### src/rtl/dual_issue_split.sv
// ID->EX issue register for the dual-issue pipe. A pair with an intra-pair RAW
// hazard is split: slot0 issues first, then slot1 issues from a hold buffer in lane0.
module dual_issue_split #(
    parameter int XLEN  = 32,
    parameter int CNT_W = 16
) (
    input  logic             clock,
    input  logic             reset,
    input  logic             id_valid,
    input  logic             id_v0,
    input  logic             id_v1,
    input  logic [XLEN-1:0]  id_pc_0,
    input  logic [XLEN-1:0]  id_pc_1,
    input  logic [XLEN-1:0]  id_inst_0,
    input  logic [XLEN-1:0]  id_inst_1,
    input  logic [4:0]       id_rd_0,
    input  logic [4:0]       id_rd_1,
    input  logic             id_rdwen_0,
    input  logic             id_rdwen_1,
    input  logic             stallex,
    input  logic             ex_ready,
    input  logic             flush,
    output logic             id_ready,
    output logic             ex_v0,
    output logic             ex_v1,
    output logic [XLEN-1:0]  ex_pc_0,
    output logic [XLEN-1:0]  ex_pc_1,
    output logic [XLEN-1:0]  ex_inst_0,
    output logic [XLEN-1:0]  ex_inst_1,
    output logic [4:0]       ex_rd_0,
    output logic [4:0]       ex_rd_1,
    output logic             ex_rdwen_0,
    output logic             ex_rdwen_1,
    output logic             split_busy,
    output logic [CNT_W-1:0] split_cnt
);

    typedef enum logic {PASS, SPLIT} state_t;

    state_t            state;
    logic              hold_valid;
    logic [XLEN-1:0]   hold_pc;
    logic [XLEN-1:0]   hold_inst;
    logic [4:0]        hold_rd;
    logic              hold_rdwen;
    logic              acc;
    logic              do_split;

    // The hazard flag only matters when both slots of the accepted pair are real.
    assign id_ready   = ex_ready & (state == PASS) & ~flush;
    assign acc        = id_valid & id_ready;
    assign do_split   = acc & stallex & id_v0 & id_v1;
    assign split_busy = (state == SPLIT);

    always_ff @(posedge clock or negedge reset) begin
        if (!reset) begin
            state      <= PASS;
            ex_v0      <= 1'b0;
            ex_v1      <= 1'b0;
            ex_pc_0    <= '0;
            ex_pc_1    <= '0;
            ex_inst_0  <= '0;
            ex_inst_1  <= '0;
            ex_rd_0    <= '0;
            ex_rd_1    <= '0;
            ex_rdwen_0 <= 1'b0;
            ex_rdwen_1 <= 1'b0;
            hold_valid <= 1'b0;
            hold_pc    <= '0;
            hold_inst  <= '0;
            hold_rd    <= '0;
            hold_rdwen <= 1'b0;
            split_cnt  <= '0;
        end else if (flush) begin
            ex_v0      <= 1'b0;
            ex_v1      <= 1'b0;
            hold_valid <= 1'b0;
            state      <= PASS;
        end else begin
            case (state)
                PASS: begin
                    if (ex_ready) begin
                        ex_v0 <= acc & id_v0;
                        ex_v1 <= acc & id_v1 & ~do_split;
                        if (acc) begin
                            ex_pc_0    <= id_pc_0;
                            ex_inst_0  <= id_inst_0;
                            ex_rd_0    <= id_rd_0;
                            ex_rdwen_0 <= id_rdwen_0;
                            ex_pc_1    <= id_pc_1;
                            ex_inst_1  <= id_inst_1;
                            ex_rd_1    <= id_rd_1;
                            ex_rdwen_1 <= id_rdwen_1;
                        end
                        if (do_split) begin
                            hold_valid <= 1'b1;
                            hold_pc    <= id_pc_1;
                            hold_inst  <= id_inst_1;
                            hold_rd    <= id_rd_1;
                            hold_rdwen <= id_rdwen_1;
                            state      <= SPLIT;
                            if (split_cnt != '1)
                                split_cnt <= split_cnt + CNT_W'(1);
                        end
                    end
                end
                SPLIT: begin
                    // The held slot1 always drains through lane0.
                    if (ex_ready) begin
                        ex_v0      <= hold_valid;
                        ex_v1      <= 1'b0;
                        ex_pc_0    <= hold_pc;
                        ex_inst_0  <= hold_inst;
                        ex_rd_0    <= hold_rd;
                        ex_rdwen_0 <= hold_rdwen;
                        hold_valid <= 1'b0;
                        state      <= PASS;
                    end
                end
                default: state <= PASS;
            endcase
        end
    end

endmodule

### config.mk
export PLATFORM = sky130hd
export DESIGN_NAME = dual_issue_split
export DESIGN_NICKNAME = d
export VERILOG_FILES = /design/src/rtl/dual_issue_split.sv
export SDC_FILE = /design/constraint.sdc
export NUM_CORES = 1
export LEC_CHECK = 0
export BUFFER_PORTS_ARGS = -buffer_cell sky130_fd_sc_hd__buf_2
export CORE_UTILIZATION = 51
export DETAILED_ROUTE_END_ITERATION = 8
export PLACE_DENSITY_LB_ADDON = 0.1
export SETUP_SLACK_MARGIN = 0.02
export SYNTH_ARGS = -nofsm -noshare
export SYNTH_HDL_FRONTEND = slang
export SYNTH_SLANG_ARGS = --single-unit
### constraint.sdc
create_clock -name clock -period 2.1 [get_ports clock]
set_clock_uncertainty 0.15 [all_clocks]
set_input_delay 0 -clock clock [delete_from_list [all_inputs] [get_ports clock]]
set_output_delay 0 -clock clock [all_outputs]
set_load 0.05 [all_outputs]
**Word-level counts from Yosys, hierarchy flattened**

Cells that the tools add are included.

- Bits in registers: 230
- Word-level logic and storage cells: 76
- Input port bits: 148
- Output and inout port bits: 160

- Reductions and logical operators: 6
- Muxes and demuxes: 33
- Add/subtract/negate cells: 1
- Eq/ne operators: 7
- Bitwise operators: 12

Operators by type and width:

| kind | number |
|---|---|
| 32-bit 2-to-1 mux | 6 |
| 32-bit one-hot mux with 2 select lines | 2 |
| 16-bit by 1-bit adder with 16-bit output (second input constant) | 1 |
| 1-bit 2-to-1 mux | 16 |
| 16-bit inequality test (second input constant) | 1 |
| 5-bit 2-to-1 mux | 3 |
| 4-bit AND reduction | 3 |
| 1-bit one-hot mux with 2 select lines | 5 |
| 5-bit one-hot mux with 2 select lines | 1 |
| 1-bit bitwise AND | 9 |
| 3-bit inequality test (second input constant) | 3 |
| 2-bit inequality test (second input constant) | 3 |
| 5-bit AND reduction | 1 |
| 1-bit NOT | 3 |
| 3-bit AND reduction | 1 |
| 2-bit AND reduction | 1 |

**Longest topological paths before layout**

- Depth in word-level cells: 12
- Depth in mapped cells: 8
- Gate-level depth less buffers: 5

**Least setup slack after synthesis**

OpenSTA, ideal clock, no wires.

- Kind: register -> register
- Start: reg split_cnt[0]
- End: reg split_cnt[9]
- Path buffers: 1
- Path slack: 1 ps
- Data required time: 1809 ps
- Library setup time: 141 ps
- Data arrival time: 1808 ps
- Stages on the path, launching flop included: 7
- Period minus slack after synthesis: 2099 ps
- Cells stage by stage: dfrtp_1 > ha_1 > and4_1 > nand4_1 > clkbuf_1 > nand4_1 > xnor2_1

- Longest elaborated chain between the ends: 2
- Elaborated cells on any way between the ends: 3
- Those cells by class: add/sub: 1; eq/ne: 1; reduce/logical: 1

Ends and longest elaborated chain:

| item | line | source |
|---|---|---|
| start, declared | 35 | `output logic [CNT_W-1:0] split_cnt` |
| start signal, assigned | 103 | `split_cnt <= split_cnt + CNT_W'(1);` |
| parallel branches: the longest is 2 deep, another holds 16-bit by 1-bit adder with 16-bit output | - |  |

Parallel ways; which one is timed is not known.
A chain may end at the register's enable or synchronous reset.

**Worst setup path after layout**

- Start: reg state, in the netlist split_busy
- End: out split_busy

RTL lines:

| item | line | source |
|---|---|---|
| start, declared | 40 | `state_t state;` |
| start signal, assigned | 57 | `state <= PASS;` |
| start signal, assigned | 78 | `state <= PASS;` |
| start signal, assigned | 101 | `state <= SPLIT;` |
| end, declared | 34 | `output logic split_busy,` |

No word-level cell between the ends.

==> results.ini <==
[status]
status=finished, final reports clean

[pwr]
peakVddDrop_mv=0.833
powerDensity_nw_per_um2=1020
leakage_uw=0.00654

[worst_setup_path]
regToRegStartpoint=split_busy$_DFF_PN0_
cp-end-kind=output port
r2r_cells=5
r2r-end=hold_inst[6]$_DFFE_PN0P_
worstPathRequired_ps=1950
critPathArrivalTime_ps=1850
ff2ff_setup_slack_ps=210
cp-startpoint=split_busy$_DFF_PN0_
path_class=reg2out
crit_end=split_busy
crit_fanout=34
start_kind=register

[cts]
cts_tree=built
cts_max_level=1
numCtsBuffers=25
clockBufferDepth=3
post_cts_resized=0
numClockSinks=230
insertion_delay_ps=510
clk_pin_slew_ps=60
cts_root_buffer=clkbuf_16
ctsHoldBuffers=148
cts_setup_buffers=0

[routing]
ant_nets=0
via_per_inst=5.09
routed_wl_mm=25.6
first_iter_violations=373
vias=7840
first_pass_iters=4
drc=0
avgRoutedWirePerCell_um=16.6

[finish]
stdcell_area_um2=13500
final_cell_mix=buf_2, dfrtp_1, nand2_1
instances_no_fill=1541
fin_nets=1444
area_growth_pct=43.6
layout_commonest_cell=buf_2
layout-drive-gt1-share=0.338

[floorplan]
fp.dieArea_um2=18900
die_h_um=138
rows=49
start_util=0.520
pin_count=308
coreArea_um2=18000
die_w_um=138

[placed_design]
gp_congestion=0.794
place_ws_ps=224
hpwl_mm=16.3
port_buffers=307
place_area_um2=11200
dpl.cell_count=1349

[sta]
worst_hold_slack_ps=94.0
tightest_slew_ps=714
slew_violations=0
setup_tns_ps=0
max_freq_mhz=499
hold_violations=0
fin_crit_ps=2000
slew_headroom=0.524
rsz0062_at_grt=false
setup_ws_ps=95.4
period_share=0.955
setup_viol=0

[synthesis]
synthCells=842
syn_avg_cell_area_um2=11.1
syn_area_um2=9380
ys_seq_elements=230
seq_area_frac_synth=0.613
ys_types=29
synth_nets=991
ys_warn_count=0

[grt]
grt_overflow=0
antenna_found_initial=1
grt_pass1_vias=7829
grt_pass1_wl_mm=39.5
grt.total_usage=0.270
grt_max_degree=107

[hold_path]
hp-class=in2reg

[flow_run]
cap_violations=0

[how the worst min path moves through the flow]
stage | cells past startpoint | from | to
floorplan | 0 | reset | ex_inst_0[0]$_DFFE_PN0P_
detailed placement | 1 | reset | ex_pc_0[15]$_DFFE_PN0P_
global route | 4 | id_inst_1[30] | hold_inst[30]$_DFFE_PN0P_
global placement | 1 | reset | ex_pc_0[15]$_DFFE_PN0P_
finish | 4 | id_inst_1[30] | hold_inst[30]$_DFFE_PN0P_
CTS | 4 | id_inst_1[25] | hold_inst[25]$_DFFE_PN0P_
[critical path: stages, from the launching register on]
cell	delay [ps]
dfrtp_4	470
buf_4	510
buf_2	380
[layout make-up]
type	count	area [um2]
flip-flops and latches	230	5760
fillers	1257	4550
multi-input cells	563	3400
repair buffers	475	3240
clock buffers	35	713
well taps	229	287
clock inverters	8	68.8
diodes	1	2.50
[cells in the mapped netlist (all sizes together)]
library cell  count  area share
a32o              1      0.0011
nand4bb           1      0.0012
nor4              2      0.0029
nand2           220       0.088
nand4             8      0.0053
and3              8      0.0053
nand3b            1     0.00080
a21oi            70       0.037
ha                1      0.0013
and2              2      0.0013
clkbuf           10      0.0040
nor3              1     0.00053
mux2i            70       0.075
and4bb            1      0.0013
nor2             76       0.031
xnor2            13       0.012
o211ai            1     0.00080
nand2b            1     0.00067
nand3             9      0.0048
and4              3      0.0028
o21ai             1     0.00053
dfrtp           230        0.61
xor2              2      0.0019
buf              39       0.021
mux2             71       0.085
[per-layer routing]
metal | global-route usage | wire length, um | up-vias
li1 | - | - | 3709
met4 | 0.0897 | 744 | 0
met1 | 0.338 | 10500 | 3809
met5 | 0 | 0 | -
met2 | 0.470 | 12900 | 269
met3 | 0.0504 | 1550 | 53
[metrics by stage]
step / power (uW) / utilization
2_1_floorplan: 8230 / -
3_3_place_gp: 9260 / 0.622
3_5_place_dp: 9340 / 0.622
4_1_cts: 13800 / 0.747
5_1_grt: 14300 / 0.748
6_report: 13700 / 0.748
[report_power, final]
part           total, uW  internal (uW)  switching (uW)
logic               3860           1110            2750
registers           5640           5200             436
clock network       4190           2480            1710
[cells by family after synthesis]
family | synth area share
muxes | 0.160
adders and majority gates | 0.00133
DFF | 0.613
and+or+nand+nor | 0.146
xor gates and xnor gates | 0.0140
buffers and inverters | 0.0252
AOI/OAI and AO/OA | 0.0397
[sequential cells by signal (all words and copies together) (netlist names), 5 cells and up]
signal,cells
ex_inst_0,32
ex_inst_1,32
ex_pc_0,32
ex_pc_1,32
hold_inst,32
hold_pc,32
split_cnt,16
ex_rd_0,5
ex_rd_1,5
hold_rd,5
(Power assumes the default switching activity.)
